[src/rtl/if_stage.sv]
// Instruction fetch stage: PC register, IF/ID pipeline register and a small
// BOOT/RUN/HALT controller that stops fetching at the end of instruction memory.
module if_stage #(
    parameter int unsigned START_PC   = 100,
    parameter int unsigned IMEM_BYTES = 16384
) (
    input  logic        clk,
    input  logic        rst_n,
    input  logic [31:0] imem_instr,
    input  logic        stall,
    input  logic        flush,
    input  logic        redirect_valid,
    input  logic [31:0] redirect_pc,
    output logic [31:0] imem_pc,
    output logic [31:0] if_id_instr,
    output logic [31:0] if_id_pc,
    output logic [31:0] if_id_pc4,
    output logic        if_id_valid,
    output logic        fetch_fault,
    output logic [1:0]  dbg_state
);

    typedef enum logic [1:0] {
        BOOT = 2'd0,
        RUN  = 2'd1,
        HALT = 2'd2
    } state_t;

    localparam logic [31:0] RESET_PC = 32'(START_PC);
    localparam logic [31:0] LAST_PC  = 32'(IMEM_BYTES - 4);

    state_t      state, state_nx;
    logic [31:0] pc_reg, pc_nx;
    logic [31:0] instr_nx, idpc_nx, idpc4_nx;
    logic        valid_nx, fault_nx;
    logic [31:0] pc_plus4;
    logic        pc_oob;

    assign pc_plus4  = pc_reg + 32'd4;
    assign pc_oob    = pc_reg > LAST_PC;
    assign imem_pc   = pc_reg;
    assign dbg_state = state;

    // IF/ID handshake: if_id_valid qualifies if_id_*; stall is ID's "not ready",
    // so the register holds while stall=1 and advances only when stall=0.
    // Priority: redirect > out-of-range > flush > stall > advance.
    always_comb begin
        state_nx = state;
        pc_nx    = pc_reg;
        instr_nx = if_id_instr;
        idpc_nx  = if_id_pc;
        idpc4_nx = if_id_pc4;
        valid_nx = if_id_valid;
        fault_nx = fetch_fault;
        if (redirect_valid) begin
            pc_nx    = {redirect_pc[31:2], 2'b00};
            instr_nx = 32'd0;
            valid_nx = 1'b0;
            fault_nx = 1'b0;
            state_nx = RUN;
        end else begin
            case (state)
                BOOT: state_nx = RUN;
                RUN: begin
                    if (pc_oob) begin
                        instr_nx = 32'd0;
                        valid_nx = 1'b0;
                        fault_nx = 1'b1;
                        state_nx = HALT;
                    end else if (flush) begin
                        instr_nx = 32'd0;
                        valid_nx = 1'b0;
                        if (!stall) pc_nx = pc_plus4;
                    end else if (!stall) begin
                        instr_nx = imem_instr;
                        idpc_nx  = pc_reg;
                        idpc4_nx = pc_plus4;
                        valid_nx = 1'b1;
                        pc_nx    = pc_plus4;
                    end
                end
                HALT: valid_nx = 1'b0;
                default: state_nx = BOOT;
            endcase
        end
    end

    always_ff @(posedge clk or negedge rst_n) begin
        if (!rst_n) begin
            state       <= BOOT;
            pc_reg      <= RESET_PC;
            if_id_instr <= 32'd0;
            if_id_pc    <= 32'd0;
            if_id_pc4   <= 32'd0;
            if_id_valid <= 1'b0;
            fetch_fault <= 1'b0;
        end else begin
            state       <= state_nx;
            pc_reg      <= pc_nx;
            if_id_instr <= instr_nx;
            if_id_pc    <= idpc_nx;
            if_id_pc4   <= idpc4_nx;
            if_id_valid <= valid_nx;
            fetch_fault <= fault_nx;
        end
    end

endmodule

[config.mk]
export PLATFORM = sky130hd
export DESIGN_NAME = if_stage
export DESIGN_NICKNAME = d
export VERILOG_FILES = /design/src/rtl/if_stage.sv
export SDC_FILE = /design/constraint.sdc
export NUM_CORES = 1
export LEC_CHECK = 0
export CAP_MARGIN = 30
export CELL_PAD_IN_SITES_DETAIL_PLACEMENT = 1
export CELL_PAD_IN_SITES_GLOBAL_PLACEMENT = 1
export CORE_ASPECT_RATIO = 0.75
export CORE_UTILIZATION = 25
export DETAILED_ROUTE_END_ITERATION = 7
export HOLD_SLACK_MARGIN = 0.02
export PLACE_DENSITY_LB_ADDON = 0.1
export SLEW_MARGIN = 5
export SYNTH_ARGS = -nofsm -noshare
export SYNTH_HDL_FRONTEND = slang
export SYNTH_SLANG_ARGS = --single-unit
export TNS_END_PERCENT = 5
[constraint.sdc]
create_clock -name clk -period 2.05 [get_ports clk]
set_input_delay 0.41 -clock clk [delete_from_list [all_inputs] [get_ports clk]]
set_output_delay 0.41 -clock clk [all_outputs]
set_load 0.02 [all_outputs]
* Word level (Yosys, flattened, before mapping)
Cells that the tools add are included.
** Word-level totals
- Output and inout port bits :: 132
- Word-level logic and storage cells :: 51
- Flip-flop bits (word level) :: 132
- Input port bits :: 69
** Cells by class
- Bitwise gates (word level) :: 4
- Muxes and demuxes :: 20
- Magnitude comparators :: 1
- Add/subtract/negate cells :: 1
- Reductions and logical operators :: 10
- Equal/unequal tests :: 8
** Operators by type and width (number)
- $mux W32 :: 9
- $add A32 B3 Y32 const B :: 1
- $gt A32 B14 Y1 const B :: 1
- $reduce_and A2 Y1 :: 4
- $mux W1 :: 7
- $pmux W2 S3 :: 1
- $ne A5 B5 Y1 const B :: 1
- $reduce_and A5 Y1 :: 1
- $mux W2 :: 2
- $ne A2 B2 Y1 const B :: 2
- $ne A4 B1 Y1 const B :: 1
- $not A1 Y1 :: 4
- $reduce_bool A2 Y1 :: 2
- $ne A3 B3 Y1 const B :: 1
- $reduce_and A3 Y1 :: 1
- $reduce_bool A3 Y1 :: 1
- $eq A2 B1 Y1 const B :: 1
- $eq A2 B2 Y1 const B :: 1
- $logic_not A2 Y1 :: 1
- $ne A2 B1 Y1 const B :: 1
- $pmux W1 S2 :: 1

* Logic depth before layout (Yosys ltp)
- Depth after elaboration :: 5
- Mapped depth :: 6
- Depth with buffers taken out :: 5

* Least setup slack after synthesis
OpenSTA, ideal clock, no wires.
- Path type :: register -> register
- Start :: reg pc_reg[30], in the netlist imem_pc[30]
- End :: reg if_id_pc4[10]
- Cell stages (with the launch flop) :: 6
- Library setup time :: 0.125 ns
- Period minus slack after synthesis :: 2.000 ns
- Arrival :: 1.875 ns
- Setup slack :: 0.050 ns
- Data required time :: 1.925 ns
- Path buffers :: 1
- Path through :: dfrtp_1 nor4_2 nand4_2 nor3_4 buf_6 mux2_2
** On the way
- Cells in the longest elaborated chain, start to end :: 3
** RTL lines
- start: declaration :: RTL line 33 : logic [31:0] pc_reg, pc_nx;
- start signal: assignment :: RTL line 99 : pc_reg <= pc_nx;
- $gt A32 B14 Y1 :: RTL line 40 : assign pc_oob = pc_reg > LAST_PC;
- $not A1 Y1 (no line)
- $reduce_and A5 Y1 (no line)
- end signal: assignment :: RTL line 102 : if_id_pc4 <= idpc4_nx;
- end: declaration :: RTL line 17 : output logic [31:0] if_id_pc4,
Every way passes these cells.
A chain may end at the register's enable or synchronous reset.

* Worst setup path in the final report
- Start :: reg pc_reg[28], in the netlist imem_pc[28]
- End :: reg if_id_pc4[3]
The elaborated chain is that of the path after synthesis.

==> results.ini <==
[min_path]
hold_class=input port to async pin

[pwr]
power_density_nw_per_um2=793
leakagePower_nw=3.63
vdd_drop_max_mv=0.495

[critical_path]
critPathMaxStageDelay_ps=390
critPathSlowestCell=dfrtp_1
worstPathMaxFanout=10
regToRegEndpoint=if_id_pc4[3]
worstPathArrival_ps=2320
crit_start=imem_pc[28]
crit_end=if_id_pc4[3]
setup.worst_path.class=flop to flop
timing.rr.start=imem_pc[28]
worst_r2r_path_depth=7
end_kind=flop
crit_buf_inv=3
reg2reg_slack_ps=30
cp.depth=7
cpLargestDelayFamily=simple AND/OR/NAND/NOR gates
crit_chain=nor4_2 > buf_4 > nand4_4 > nor3_4 > buf_12 > clkbuf_16 > mux2_1
cp-start-kind=flop
worstPathRequired_ps=2350

[timing]
finalSetupViolations=0
tns_ps=0
timing.fmax_mhz=494
finalCritPeriodShare_pct=98.7
rsz0062_at_grt=true
hold_viol_final=0
fin_skew_ps=7.77
slew_violations=0
fin_crit_ps=2020

[synth]
ys_ff_latch=126
synth_compound_area_share_pct=10.3
synth_top_family_by_area=simple AND/OR/NAND/NOR gates
netlist_area_um2=5030
synth_mux_area_share_pct=9.38
synth_xor_area_share_pct=1.92
yosys_warnings=0
ys_types=38
yosys.area_share.simple_pct=11.5
synthAdderAreaFrac_pct=0.249
syn-instance-count=375
syn_area_per_cell_um2=13.4
yosysSeqAreaShare_pct=62.8

[cells_and_area]
syn_to_final_growth_pct=65.1
fillerInstances=2022
drive_above_1_share_pct=20.2
n_antenna_cell=0
stdcell_area_um2=8300
final_core_util_pct=42.5
layout.nets=666

[placed_design]
dp_hpwl_mm=10.5
portBuffers=192
place.gp.congestion=0.703
placed_cell_area_um2=7450

[global_route]
busiest_layer=met2
antenna_found_initial=0
grt_max_degree=48
grt_pass1_vias=4296
met2_usage_pct=23.1
met3_usage_pct=5.43
track_usage_pct=15.4
grt_pass1_wl_mm=24.7
grt_remaining_overflow=0
use_met1_pct=20.2

[detailed_routing]
vias=3884
avgRoutedWirePerCell_um=17.6
drc_errors=13
drtAntennaViolNets=0
via_per_inst=4.51
drt_wl_total_mm=15.2
drtIter0Drc=182
first_pass_iters=8

[clocking]
h-tree-depth=4
insertion_delay_ps=420
cts_root_buffer=clkbuf_16
clockBufferDepth=2
clk_pin_slew_ps=60
tritoncts=done
clock-sinks=126
cts_made_buffers=17

[die]
core-area_um2=19500
rows=44
die_x_um=166
die_area_um2=20700
ioPinCount=201
initial_core_util_pct=25.7
die_h_um=125

[flow_run]
drv_cap=0

[outcome]
failed_checks=design-rule violations
status=finished with violations

## through the flow
stage,setup WS [ps],total power [mW],hold slack (ps),std cells
final,26.9,6.58,496,862
after global routing,-33.3,6.89,513,862
after CTS,0.228,6.70,493,855
after detailed placement,-141,3.37,378,822
after global placement,-112,3.35,371,822
after floorplan,49.8,2.94,114,380
## state kept, by name, summed over array words and instances, names as in the netlist
name         cells
if_id_pc4       30
imem_pc         30
if_id_pc        30
fetch_fault      1
if_id_valid      1
dbg_state        2
if_id_instr     32
## cell type report
cell class / instances / area (um2) / share of cell area [%]
multi-input cells: 219 / 1800 / 21.6
clock buffers: 17 / 425 / 5.13
clock inverters: 15 / 210 / 2.53
repair buffers: 226 / 2370 / 28.5
inverters: 6 / 22.5 / 0.271
well taps: 253 / 317 / 3.81
flip-flops and latches: 126 / 3160 / 38.1
## synth_stat cells (all sizes together)
cell | instances | area share [%]
dfrtp | 123 | 61
or4 | 8 | 1.2
a31oi | 10 | 1.2
o21ai | 4 | 0.40
nand2 | 5 | 0.37
ha | 1 | 0.25
mux2 | 41 | 9.2
o221a | 1 | 0.22
nor4 | 7 | 1.2
nand3 | 7 | 0.70
nand2b | 4 | 0.50
a21oi | 3 | 0.30
and4 | 2 | 0.35
xor2 | 1 | 0.17
o21a | 1 | 0.15
inv | 6 | 0.45
nor3 | 2 | 0.42
and3 | 3 | 0.37
nand4 | 4 | 0.62
mux2i | 1 | 0.20
buf | 19 | 2.6
xnor2 | 10 | 1.7
o32ai | 1 | 0.32
o31a | 5 | 0.87
o31ai | 8 | 1.2
or3 | 2 | 0.25
a22o | 32 | 5.6
nor2 | 14 | 1.0
dfstp | 3 | 1.6
conb | 1 | 0.075
clkbuf | 10 | 0.75
nor2b | 36 | 4.5
## repair_timing
item / CTS / global route
cloned: 0 / 3
gates resized for setup: 3 / 21
buffers inserted: 0 / 4
endpoints found under the setup margin: 26 / 81
hold buffers: 1 / 0
hold endpoints to repair: 38 / 0
pin swaps: 1 / 10
## metal layers
layer,share of wire [%],routed length (um)
met3,7.1,1080
met5,0,0
met2,45,6830
met4,1.6,238
met1,46,7050
## worst min path at each step
| stage | slack [ps] | cells after the start | start | endpoint |
|---|---|---|---|---|
| finish | 500 | 2 | rst_n | if_id_pc[6] |
| global route | 510 | 1 | if_id_pc[23] | if_id_pc[23] |
| CTS | 490 | 2 | rst_n | if_id_pc[6] |
| detailed placement | 380 | 1 | rst_n | if_id_pc[6] |
| global placement | 370 | 1 | rst_n | if_id_pc[6] |
| floorplan | 110 | 0 | rst_n | dbg_state[0] |
## where the power goes
| group | switching (mW) | internal [mW] | total [mW] | leakage [nW] |
|---|---|---|---|---|
| registers | 0.0809 | 2.56 | 2.64 | 1.67 |
| clock network | 1.20 | 2.05 | 3.25 | 0.305 |
| logic | 0.332 | 0.357 | 0.689 | 1.65 |
## worst register-to-register path, stage by stage (launching register included)
cell and delay [ps]:
dfrtp_1 390, nor4_2 320, buf_4 190, nand4_4 110, nor3_4 250, buf_12 140
clkbuf_16 180, mux2_1 330
## cell usage in the layout (no fill, tap or decap), drive strengths merged, types with 2 or more instances in the layout
cell type      instances
nor2b                 36
nand2                  5
inv                   10
clkdlybuf4s50        187
mux2                  41
and3                   3
or3                    2
nor2                  14
bufinv                 4
nand3                  7
a22o                  32
o31ai                  8
a21oi                  3
buf                   31
o21ai                  4
conb                   6
clkinv                 5
clkbuf                20
nor3                   2
xnor2                 10
and4                   2
or4                    8
a31oi                 10
dfrtp                123
o31a                   5
clkinvlp               2
dfstp                  3
nand4                  4
nand2b                 4
dlymetal6s2s           2
dlygate4sd2            2
nor4                   7
## kinds of logic (layout without fill, tap and decap cells)
kind of cell	after synthesis	in the layout
xor gates and xnor gates	11	11
adders and majority gates	1	1
buffers and inverters	35	264
and+or+nand+nor	94	94
DFF	126	126
muxes	42	42
AOI/OAI and AO/OA	65	65
other	1	6
Power figures use the tool's default switching activity.
